$ cat src/rtl/parity_frame_sched_pkg.sv
// rtl/parity_frame_sched_pkg.sv - shared types, constants and round-robin search for the parity scheduler
package parity_sched_pkg;

  localparam int WORD_W = 16;

  typedef enum logic [1:0] {
    IDLE   = 2'd0,
    STREAM = 2'd1,
    REPORT = 2'd2
  } state_e;

  // First set bit of vld at or after ptr, wrapping modulo nreq (nreq <= 8).
  function automatic int rr_pick(input logic [7:0] vld, input int ptr, input int nreq);
    int idx;
    rr_pick = ptr;
    for (int k = nreq - 1; k >= 0; k--) begin
      idx = (ptr + k) % nreq;
      if (vld[idx[2:0]]) rr_pick = idx;
    end
  endfunction

endpackage

$ cat src/rtl/parity_frame_sched_if.sv
// rtl/parity_frame_sched_if.sv - requester word streams and result record bundle
interface parity_frame_sched_if
  import parity_sched_pkg::*;
#(
  parameter int NREQ  = 4,
  parameter int ID_W  = 2,
  parameter int CNT_W = 8
) ();

  logic [NREQ-1:0]        req_valid;
  logic [NREQ*WORD_W-1:0] req_data;
  logic [NREQ-1:0]        req_last;
  logic [NREQ-1:0]        req_exp;
  logic [NREQ-1:0]        req_ready;
  logic                   res_valid;
  logic                   res_ready;
  logic [ID_W-1:0]        res_id;
  logic                   res_parity;
  logic                   res_err;
  logic                   res_len_err;
  logic [CNT_W-1:0]       res_words;
  logic                   busy;

  modport master (
    output req_valid, req_data, req_last, req_exp, res_ready,
    input  req_ready, res_valid, res_id, res_parity, res_err, res_len_err, res_words, busy
  );

  modport slave (
    input  req_valid, req_data, req_last, req_exp, res_ready,
    output req_ready, res_valid, res_id, res_parity, res_err, res_len_err, res_words, busy
  );

endinterface

$ cat src/rtl/parity_frame_sched_parity_tree16.sv
// rtl/parity_frame_sched_parity_tree16.sv - four-level balanced XOR tree over one 16-bit word
module parity_tree16 (
  input  logic [15:0] data_i,
  output logic        p_o
);

  logic [7:0] l1;
  logic [3:0] l2;
  logic [1:0] l3;

  assign l1  = data_i[15:8] ^ data_i[7:0];
  assign l2  = l1[7:4] ^ l1[3:0];
  assign l3  = l2[3:2] ^ l2[1:0];
  assign p_o = l3[1] ^ l3[0];

endmodule

$ cat src/rtl/parity_frame_sched.sv
// rtl/parity_frame_sched.sv - round-robin frame parity checker sharing one XOR tree across requesters
module parity_frame_sched
  import parity_sched_pkg::*;
#(
  parameter int NREQ    = 4,
  parameter int ID_W    = 2,
  parameter int MAX_LEN = 16,
  parameter int CNT_W   = 8,
  parameter int ODD     = 0
) (
  input  logic                 clk,
  input  logic                 rst_n,
  parity_frame_sched_if.slave  bus
);

  localparam logic [CNT_W-1:0] CNT_SAT = CNT_W'(MAX_LEN + 1);
  localparam logic [CNT_W-1:0] CNT_MAX = CNT_W'(MAX_LEN);

  state_e            state_q, state_d;
  logic [ID_W-1:0]   grant_q, grant_d;
  logic [ID_W-1:0]   rr_q, rr_d;
  logic              acc_q, acc_d;
  logic [CNT_W-1:0]  cnt_q, cnt_d;
  logic              par_q, par_d;
  logic              err_q, err_d;
  logic              len_q, len_d;
  logic [CNT_W-1:0]  words_q, words_d;

  logic [WORD_W-1:0] cur_word;
  logic              cur_valid, cur_last, cur_exp;
  logic              word_p, acc_nxt, par_fin, len_fin;
  logic [CNT_W-1:0]  cnt_inc;
  logic [7:0]        vld8;

  // Steer the granted requester's lane onto the shared datapath.
  always_comb begin
    cur_word  = '0;
    cur_valid = 1'b0;
    cur_last  = 1'b0;
    cur_exp   = 1'b0;
    for (int r = 0; r < NREQ; r++) begin
      if (grant_q == ID_W'(r)) begin
        cur_word  = bus.req_data[r*WORD_W +: WORD_W];
        cur_valid = bus.req_valid[r];
        cur_last  = bus.req_last[r];
        cur_exp   = bus.req_exp[r];
      end
    end
    vld8 = '0;
    vld8[NREQ-1:0] = bus.req_valid;
  end

  parity_tree16 u_tree (
    .data_i (cur_word),
    .p_o    (word_p)
  );

  assign cnt_inc = (cnt_q >= CNT_SAT) ? CNT_SAT : cnt_q + 1'b1;
  assign acc_nxt = acc_q ^ word_p;
  assign par_fin = acc_nxt ^ (ODD != 0);
  assign len_fin = (cnt_inc > CNT_MAX);

  always_comb begin
    state_d = state_q;
    grant_d = grant_q;
    rr_d    = rr_q;
    acc_d   = acc_q;
    cnt_d   = cnt_q;
    par_d   = par_q;
    err_d   = err_q;
    len_d   = len_q;
    words_d = words_q;
    case (state_q)
      IDLE: begin
        if (|bus.req_valid) begin
          grant_d = ID_W'(rr_pick(vld8, int'(rr_q), NREQ));
          acc_d   = 1'b0;
          cnt_d   = '0;
          state_d = STREAM;
        end
      end
      STREAM: begin
        if (cur_valid) begin
          acc_d = acc_nxt;
          cnt_d = cnt_inc;
          if (cur_last) begin
            par_d   = par_fin;
            len_d   = len_fin;
            err_d   = (par_fin != cur_exp) | len_fin;
            words_d = cnt_inc;
            state_d = REPORT;
          end
        end
      end
      REPORT: begin
        if (bus.res_ready) begin
          rr_d    = (grant_q == ID_W'(NREQ - 1)) ? '0 : grant_q + 1'b1;
          state_d = IDLE;
        end
      end
      default: state_d = IDLE;
    endcase
  end

  always_ff @(posedge clk or negedge rst_n) begin
    if (!rst_n) begin
      state_q <= IDLE;
      grant_q <= '0;
      rr_q    <= '0;
      acc_q   <= 1'b0;
      cnt_q   <= '0;
      par_q   <= 1'b0;
      err_q   <= 1'b0;
      len_q   <= 1'b0;
      words_q <= '0;
    end else begin
      state_q <= state_d;
      grant_q <= grant_d;
      rr_q    <= rr_d;
      acc_q   <= acc_d;
      cnt_q   <= cnt_d;
      par_q   <= par_d;
      err_q   <= err_d;
      len_q   <= len_d;
      words_q <= words_d;
    end
  end

  always_comb begin
    bus.req_ready = '0;
    for (int r = 0; r < NREQ; r++) begin
      bus.req_ready[r] = (state_q == STREAM) && (grant_q == ID_W'(r));
    end
  end

  assign bus.res_valid   = (state_q == REPORT);
  assign bus.busy        = (state_q != IDLE);
  assign bus.res_id      = grant_q;
  assign bus.res_parity  = par_q;
  assign bus.res_err     = err_q;
  assign bus.res_len_err = len_q;
  assign bus.res_words   = words_q;

endmodule

$ cat src/flat_wrapper.sv
// flat-port wrapper written by rule: the top's interface ports become plain ports
module parity_frame_sched_flat import parity_sched_pkg::*;
#(
  parameter int NREQ    = 4,
  parameter int ID_W    = 2,
  parameter int MAX_LEN = 16,
  parameter int CNT_W   = 8,
  parameter int ODD     = 0
)
  (clk, rst_n, bus_req_valid, bus_req_data, bus_req_last, bus_req_exp, bus_res_ready, bus_req_ready, bus_res_valid, bus_res_id, bus_res_parity, bus_res_err, bus_res_len_err, bus_res_words, bus_busy);
  parity_frame_sched_if #(.NREQ(NREQ), .ID_W(ID_W), .CNT_W(CNT_W)) bus_i ();
  input  logic clk;
  input  logic rst_n;
  input wire logic [$bits(bus_i.req_valid)-1:0] bus_req_valid;
  input wire logic [$bits(bus_i.req_data)-1:0] bus_req_data;
  input wire logic [$bits(bus_i.req_last)-1:0] bus_req_last;
  input wire logic [$bits(bus_i.req_exp)-1:0] bus_req_exp;
  input wire logic [$bits(bus_i.res_ready)-1:0] bus_res_ready;
  output wire logic [$bits(bus_i.req_ready)-1:0] bus_req_ready;
  output wire logic [$bits(bus_i.res_valid)-1:0] bus_res_valid;
  output wire logic [$bits(bus_i.res_id)-1:0] bus_res_id;
  output wire logic [$bits(bus_i.res_parity)-1:0] bus_res_parity;
  output wire logic [$bits(bus_i.res_err)-1:0] bus_res_err;
  output wire logic [$bits(bus_i.res_len_err)-1:0] bus_res_len_err;
  output wire logic [$bits(bus_i.res_words)-1:0] bus_res_words;
  output wire logic [$bits(bus_i.busy)-1:0] bus_busy;
  assign bus_i.req_valid = bus_req_valid;
  assign bus_i.req_data = bus_req_data;
  assign bus_i.req_last = bus_req_last;
  assign bus_i.req_exp = bus_req_exp;
  assign bus_i.res_ready = bus_res_ready;
  assign bus_req_ready = bus_i.req_ready;
  assign bus_res_valid = bus_i.res_valid;
  assign bus_res_id = bus_i.res_id;
  assign bus_res_parity = bus_i.res_parity;
  assign bus_res_err = bus_i.res_err;
  assign bus_res_len_err = bus_i.res_len_err;
  assign bus_res_words = bus_i.res_words;
  assign bus_busy = bus_i.busy;
  parity_frame_sched #(.NREQ(NREQ), .ID_W(ID_W), .MAX_LEN(MAX_LEN), .CNT_W(CNT_W), .ODD(ODD)) u_core (.clk(clk), .rst_n(rst_n), .bus(bus_i));
endmodule
$ cat config.mk
export PLATFORM = sky130hd
export DESIGN_NAME = parity_frame_sched_flat
export DESIGN_NICKNAME = d
export VERILOG_FILES = /design/src/rtl/parity_frame_sched_pkg.sv /design/src/rtl/parity_frame_sched_if.sv /design/src/rtl/parity_frame_sched_parity_tree16.sv /design/src/rtl/parity_frame_sched.sv /design/src/flat_wrapper.sv
export SDC_FILE = /design/constraint.sdc
export NUM_CORES = 1
export LEC_CHECK = 0
export CAP_MARGIN = 20
export CELL_PAD_IN_SITES_DETAIL_PLACEMENT = 0
export CELL_PAD_IN_SITES_GLOBAL_PLACEMENT = 1
export CORE_UTILIZATION = 30
export DETAILED_ROUTE_END_ITERATION = 6
export PLACE_DENSITY = 0.92
export SYNTH_ARGS = -nofsm -noshare
export SYNTH_HDL_FRONTEND = slang
export SYNTH_HIERARCHICAL = 1
export SYNTH_SLANG_ARGS = --single-unit
$ cat constraint.sdc
create_clock -name clk -period 7.8 [get_ports clk]
set_input_delay 0.78 -clock clk [delete_from_list [all_inputs] [get_ports clk]]
set_output_delay 0.78 -clock clk [all_outputs]
set_load 0.01 [all_outputs]
* After elaboration in Yosys (flattened, before gate mapping)
Index checks and enable logic that the tools add are counted.
Word-level totals: flip-flop bits (word level) 26, bits of input ports 79, output and inout port bits 19, logic and storage cells 97
Cells by class: add/sub/neg operators 5, order comparisons 6, eq/ne operators 10, mux-type cells 41, bitwise logic cells 9, reduce and logical (&&, ||, !) cells 17
Operators with widths (count):
- $mux 16 | 4
- $mux 8 | 3
- $mux 1 | 18
- $mux 2 | 9
- $pmux 8 s2 | 1
- $lt 3x4->1 const B | 3
- $bmux 1 s3 | 3
- $add 8x1->8 const B | 1
- $ge 8x5->1 const B | 1
- $gt 8x5->1 const B | 1
- $xor 8x8->8 | 1
- $eq 2x2->1 const B | 3
- $ne 2x1->1 const B | 3
- $pmux 2 s3 | 1
- $reduce_and 3->1 | 2
- $reduce_or 2->1 | 3
- $add 2x1->2 const B | 2
- $add 2x2->2 const B | 2
- $eq 2x1->1 const B | 2
- $logic_and 1x1->1 | 4
- $logic_not 2->1 | 2
- $lt 2x4->1 const B | 1
- $reduce_and 2->1 | 2
- $reduce_and 4->1 | 1
- 11 further kinds | 15

* Depth between registers and ports, before layout
Gate-level depths: netlist of run 1.
word-level depth 12, gate-level depth with buffers 15

* Hierarchy
Netlist of run 1, hierarchy kept.
Modules (own cells, without submodules):
- parity_frame_sched | instances 1, cells an instance 263, area an instance 2029.4 um^2
- parity_tree16 | instances 1, cells an instance 15, area an instance 131.4 um^2

* Worst setup path before layout of run 1
Ideal clock, no wire load.
path type reg2reg, from reg u_core.grant_q[0], in the netlist u_core/bus.res_id[0], to reg u_core.err_q, in the netlist u_core/bus.res_err, library setup time 0.128 ns, arrival 2.634 ns, slack 5.038 ns, cell stages (with the launch flop) 16, buffers on the path 2, clock period less this slack 2.762 ns, cell sequence dfrtp_1 inv_1 ha_1 buf_2 clkbuf_1 nand3b_1 a21oi_1 a21oi_1 o21ai_0 xor2_1 xnor2_1 xnor2_1 xnor2_1 xor2_1 xnor2_1 a31oi_1
On the way: cells in the longest elaborated chain, start to end 12, elaborated cells between the ends (all ways) 28
RTL lines:
- start, declared | RTL line parity_frame_sched.sv:20 | logic [ID_W-1:0] grant_q, grant_d;
- start signal, assigned | RTL line parity_frame_sched.sv:118 | grant_q <= grant_d;
- $logic_not 2->1 | RTL line parity_frame_sched.sv:42 | if (grant_q == ID_W'(r)) begin
- $mux 16 (3 in series) | RTL line parity_frame_sched.sv:42
- $mux 16 * | RTL line parity_frame_sched.sv:42
- named net u_core.cur_word[14] | RTL line parity_frame_sched.sv:29 | logic [WORD_W-1:0] cur_word;
- $xor 8x8->8 * | RTL line parity_frame_sched_parity_tree16.sv:11 | assign l1 = data_i[15:8] ^ data_i[7:0];
- $xor 4x4->4 * | RTL line parity_frame_sched_parity_tree16.sv:12 | assign l2 = l1[7:4] ^ l1[3:0];
- $xor 2x2->2 * | RTL line parity_frame_sched_parity_tree16.sv:13 | assign l3 = l2[3:2] ^ l2[1:0];
- $xor 1x1->1 * | RTL line parity_frame_sched_parity_tree16.sv:14 | assign p_o = l3[1] ^ l3[0];
- named net u_core.word_p | RTL line parity_frame_sched.sv:31 | logic word_p, acc_nxt, par_fin, len_fin;
- $xor 1x1->1 * | RTL line parity_frame_sched.sv:59 | assign acc_nxt = acc_q ^ word_p;
- $ne 1x1->1 * | RTL line parity_frame_sched.sv:89 | err_d = (par_fin != cur_exp) | len_fin;
- $or 1x1->1 * | RTL line parity_frame_sched.sv:89
- end signal, assigned | RTL line parity_frame_sched.sv:123 | err_q <= err_d;
- end, declared | RTL line parity_frame_sched.sv:25 | logic err_q, err_d;
The timed path passes the listed nets; every way through them passes the cells marked *. A chain may end at the register's enable or synchronous reset.

* Worst setup path after layout of run 1
from reg u_core.grant_q[1], in the netlist u_core/bus.res_id[1], to reg u_core.err_q, in the netlist u_core/bus.res_err
Same word-level chain as after synthesis.

==> results.cfg, run 1 <==
[yosys]
synth_top_area_frac = 0.3011
syn_nets = 364
synth_area_leader_cell = dfrtp_1
seq_area_frac_synth = 0.3011
synth_area_leaders = dfrtp_1, a21oi_1, nand2_1, xnor2_1, nand3b_1
synth_flop_cell = dfrtp_1
synth_edf_count = 0
synth_commonest_cells = nand2_1, a21oi_1, dfrtp_1
async_flop_share = 1.000
yosysMostFrequentCell = nand2_1
synth_cell_type_count = 43
postSynthAreaPerCell_um2 = 7.773
ys_seq_elements = 26
netlist_area_mm2 = 0.002161
ys_warn_count = 6
syn_inst = 278

[die]
die_w_um = 86.87
initial_core_util = 0.3146
coreArea_mm2 = 0.006869
ios = 98
die_y_um = 86.87
num_rows = 30
dieArea_mm2 = 0.007546

[critical_path]
crit_family = XOR/XNOR gates
arrival_ps = 3560
worstReg2RegStart = u_core/bus.res_id[1]
path_max_fanout = 36
cpPeakStageDelay_ps = 840
crit_required_ps = 7950
crit_chain = inv_1 -> ha_1 -> nor2b_1 -> a22oi_1 -> nor2_1 -> a21oi_1 -> o21ai_0 -> xnor2_1 -> xnor2_1 -> xnor2_1 -> xnor2_1 -> xor2_1 -> xnor2_1 -> a31oi_1
cpMostUsedCell = xnor2_1
crit_slowest_cell = ha_1
start_kind = register
worstSetupPathType = reg2reg
path_buf_inv = 1
end_kind = register
startpoint = u_core/bus.res_id[1]

[sta]
slew_headroom = 0.2711
final_max_slew_viol_count = 0
rsz0062_at_grt = false
min_period_ps = 3415
max_freq_ghz = 0.2928
tightest_slew_ps = 1093
final_hold_viol_count = 0
setup_tns_ps = 0
min_period_over_period = 0.4378
whs_ps = 495.6
fin_skew_ps = 4.979
final-setup-viol-count = 0

[status]
outcome = finished clean

[placed_design]
globalplace.congestion = 0.8273
dp_hpwl_mm = 4.880
dpl_cell_area_mm2 = 0.003173
placed_cells = 455
port_buffers = 97

[power]
powerDensity_mw_per_mm2 = 413.5
power.internal_mw = 0.7626
ir_drop_v = 0.0003100
clkPwrFrac = 0.063
p_sw_mw = 0.5941
p_leak_nw = 1.302
p_seq_frac = 0.165
combinationalPowerShare = 0.772
swShare = 0.4379

[final_layout]
nets = 452
fillers = 668
drive_above_1_share = 0.04658
fin_cells = 461
final_cell_area_mm2 = 0.003281
antenna_cells = 0
area.growth.synth_to_final_pct = 51.82

[cts]
cts-resized-gates = 0
numClockSinks = 26
clk_latency_ps = 270
numCtsBuffers = 3
cts.path.max_buffers = 2
cts_root_buf = clkbuf_8
clk_pin_slew_worst_paths_ps = 90
holdBufCountCts = 0
cts-htree-levels = 1
tritoncts = built
cts_setup_buffers = 0

[grt]
grt_max_degree = 38
first_global_vias = 2097
grt_overflow = 0
grtUsageTotal = 0.1625
grt_pass1_wl_mm = 9.770
grt_antenna_before_repair = 0

[routing]
routed_wirelength_mm = 6.245
drtPass1Iterations = 4
drcViolationCount = 0
vias = 2245
via_per_inst = 4.870
final_antenna_net_count = 0
drt_iter0_drc = 112
wire_per_inst_um = 13.55

[run]
cap_viol_max_count = 0

[hold_path]
hp-start = u_core/state_q[1]
hp-class = reg2reg
==> placed cells by master (no fill, tap or decap), types with 7 or more instances in the layout <==
cell type | Yosys | final
ha_1 | 7 | 7
nand2_1 | 42 | 42
nor2_1 | 14 | 14
a21oi_1 | 36 | 36
o21ai_0 | 19 | 19
and2_1 | 7 | 7
nand3b_1 | 15 | 15
clkdlybuf4s50_1 | 0 | 97
inv_1 | 14 | 14
dfrtp_1 | 26 | 26
xnor2_1 | 15 | 15
==> cell families after synthesis <==
family,share of synthesized area
flops,0.3011
mux,0.04169
fa+ha+maj,0.04053
compound gates,0.2345
buf+inv,0.06427
xor+xnor,0.07296
simple gates,0.2449
==> worst reg2reg max path, delay by kind of cell, from the launching register on <==
family / cells / cell delay, ps
AO/OA/AOI/OAI: 4 / 530
XOR/XNOR: 6 / 1080
flip-flops: 1 / 440
buffers and inverters: 1 / 100
adder cells (fa/ha/maj): 1 / 840
AND/OR/NAND/NOR: 2 / 300
==> registers in the layout, indices dropped and copies added (netlist names) <==
register,flops
u_core/bus.res_err,1
u_core/acc_q,1
u_core/rr_q,2
u_core/state_q,2
u_core/bus.res_words,8
u_core/bus.res_parity,1
u_core/bus.res_len_err,1
u_core/bus.res_id,2
u_core/cnt_q,8
==> layout make-up <==
cell class	instances	area [um2]	area share
tap	96	120.1	0.03661
timing repair buffer	100	1031	0.3143
multi-input combinational	221	1371	0.4180
inverter	14	52.55	0.01602
sequential	26	650.6	0.1983
clock buffer	4	55.05	0.01678
==> layer usage <==
metal / vias up / part of all wire / track usage
li1: 1141 / - / -
met1: 1017 / 0.45 / 0.2123
met2: 81 / 0.47 / 0.2756
met3: 6 / 0.072 / 0.04076
met4: 0 / 0.0067 / 0.02424
met5: - / 0 / 0
==> power groups by stage <==
stage | clock [mW] | combinational, mW | sequential, mW
after floorplan | 0 | 0.809 | 0.226
after global placement | 0 | 1.01 | 0.224
after detailed placement | 0 | 1.03 | 0.227
after CTS | 0.0889 | 1.04 | 0.225
after global routing | 0.0943 | 1.16 | 0.231
final | 0.0859 | 1.05 | 0.224
==> worst paths after layout <==
check	slack [ps]	cells past startpoint	to
worst max register to register	4390	14	u_core/bus.res_err
max in group asynchronous	6660	2	u_core/bus.res_words[2]
min in group asynchronous	880	2	u_core/rr_q[0]
worst min register to register	500	1	u_core/state_q[0]
worst min-delay path	500	1	u_core/state_q[0]
worst max-delay path	4390	14	u_core/bus.res_err
==> metrics by stage <==
step                utilization  power, mW  setup WS (ps)
floorplan                     -      1.035           5038
global placement         0.4619      1.236           4495
detailed placement       0.4619      1.262           4318
CTS                      0.4699      1.354           4284
global route             0.4776      1.490           4007
finish                   0.4776      1.357           4385
(Power assumes the default switching activity.)
==> run 2: changes to the inputs <==
--- a/config.mk
+++ b/config.mk
@@ -8,9 +8,9 @@
 export CAP_MARGIN = 20
 export CELL_PAD_IN_SITES_DETAIL_PLACEMENT = 0
 export CELL_PAD_IN_SITES_GLOBAL_PLACEMENT = 1
-export CORE_UTILIZATION = 30
+export CORE_UTILIZATION = 29
 export DETAILED_ROUTE_END_ITERATION = 6
-export PLACE_DENSITY = 0.92
+export PLACE_DENSITY = 0.89
 export SYNTH_ARGS = -nofsm -noshare
 export SYNTH_HDL_FRONTEND = slang
 export SYNTH_HIERARCHICAL = 1
==> constraint.sdc (replaced) <==
create_clock -name clk -period 3.4 [get_ports clk]
set_input_delay 0.34 -clock clk [delete_from_list [all_inputs] [get_ports clk]]
set_output_delay 0.34 -clock clk [all_outputs]
set_load 0.01 [all_outputs]
==> run 2 against run 1 <==
Net effect: wire length increased by 1.5%; hold slack got worse by 66 ps; worst setup slack got worse by 3900 ps; highest routed layer unchanged.
==> results.cfg, run 2 (synthesis gave the netlist of run 1 again) <==
[status]
outcome = finished clean

[sta]
final_hold_viol_count = 0
tightest_slew_ps = 527.9
min_period_ps = 2891
rsz0062_at_grt = false
final-setup-viol-count = 0
fin_skew_ps = 0.7724
setup_tns_ps = 0
max_freq_ghz = 0.3459
min_period_over_period = 0.8504
final_max_slew_viol_count = 0
slew_headroom = 0.6454

[hold_path]
hp-class = in2async

[routing]
drt_iter0_drc = 71
drcViolationCount = 0
vias = 2303
final_antenna_net_count = 0
routed_wirelength_mm = 6.341
wire_per_inst_um = 13.55
drtPass1Iterations = 4
via_per_inst = 4.921

[power]
p_leak_nw = 1.307
power.total_mw = 3.107
powerDensity_mw_per_mm2 = 949.8
ir_drop_v = 0.0009303

[placed_design]
dp_hpwl_mm = 5.039
port_buffers = 97
globalplace.congestion = 0.7704

[critical_path]
crit_required_ps = 3550
crit_chain = inv_1 -> ha_1 -> buf_4 -> nand3b_1 -> a21oi_1 -> a21oi_1 -> o21ai_0 -> xnor2_1 -> xnor2_1 -> xnor2_1 -> xnor2_1 -> xor2_1 -> xnor2_1 -> a31oi_1
arrival_ps = 3040
ff2ff_path_depth = 14
r2r_slack_ps = 510
cpPeakStageDelay_ps = 420
worstReg2RegStart = u_core/bus.res_id[1]
crit_end = u_core/bus.res_err
startpoint = u_core/bus.res_id[1]
start_kind = register
end_kind = register
cpMostUsedCell = xnor2_1
reg2reg_to = u_core/bus.res_err
crit_slowest_cell = dfrtp_1
worstSetupPathType = reg2reg
path_max_fanout = 17

[final_layout]
drive_above_1_share = 0.05691
area.growth.synth_to_final_pct = 51.36
antenna_cells = 0
fillers = 740
final_cell_mix = clkdlybuf4s50_1, nand2_1, a21oi_1, dfrtp_1, o21ai_0
nets = 457
final_common_cell = clkdlybuf4s50_1

[cts]
clk_pin_slew_worst_paths_ps = 90
numClockSinks = 26
holdBufCountCts = 0
cts_root_buf = clkbuf_8
tritoncts = built
cts-resized-gates = 0
cts_setup_buffers = 0
numCtsBuffers = 3
cts-htree-levels = 1
clk_latency_ps = 270
cts.path.max_buffers = 2

[grt]
grtUsageTotal = 0.1652
grt_pass1_wl_mm = 10.07
grt_antenna_before_repair = 0
first_global_vias = 2235
grt_overflow = 0
grt_max_degree = 37

[die]
ios = 98
die_y_um = 88.32
coreArea_mm2 = 0.007214
num_rows = 31
die_w_um = 88.32
initial_core_util = 0.2995
dieArea_mm2 = 0.007800

[run]
cap_viol_max_count = 0
-- run 2: worst min path at each step --
stage	from	to	slack, ps
final	rst_n	u_core/cnt_q[3]	430
after global routing	rst_n	u_core/bus.res_words[3]	460
after CTS	rst_n	u_core/cnt_q[5]	440
after detailed placement	u_core/cnt_q[7]	u_core/cnt_q[7]	470
after global placement	u_core/cnt_q[7]	u_core/cnt_q[7]	470
after floorplan	rst_n	u_core/acc_q	40
-- run 2: cell type report --
type                    count  area [um2]  share of cell area
flip-flops and latches     26       650.6              0.1989
repair buffers            105        1031              0.3152
clock buffers               3       41.29             0.01262
multi-input cells         221        1371              0.4193
well taps                  99       123.9             0.03787
inverters                  14       52.55             0.01607
-- run 2: metal layers --
metal / wire (um) / GRT usage
met2: 3076 / 0.2846
met3: 481 / 0.04571
met5: 0 / 0
met4: 85 / 0.03812
met1: 2698 / 0.2048
-- run 2: power breakdown --
| part | switching [mW] | internal (mW) | total [mW] | leakage [nW] |
|---|---|---|---|---|
| combinational | 1.18 | 1.24 | 2.42 | 0.948 |
| sequential | 0.104 | 0.411 | 0.514 | 0.337 |
| clock | 0.0948 | 0.0794 | 0.174 | 0.0216 |
-- run 2: worst max-delay path, delay by kind of cell, from the launching register on --
family	cells	cell delay, ps
XOR/XNOR	6	1130
AO/OA/AOI/OAI	4	580
adder cells (fa/ha/maj)	1	220
buffers and inverters	2	270
flip-flops	1	420
AND/OR/NAND/NOR	1	160
-- run 2: metrics by stage --
stage	setup WS [ps]	utilization	hold slack (ps)	area, um2	instances
2_1_floorplan	637.9	-	44.41	2161	278
3_3_place_gp	596.3	0.4476	471.8	3229	465
3_5_place_dp	495.3	0.4476	471.8	3229	465
4_1_cts	475.7	0.4533	441.5	3271	468
5_1_grt	225.9	0.4533	463.6	3271	468
6_report	508.8	0.4533	429.3	3271	468
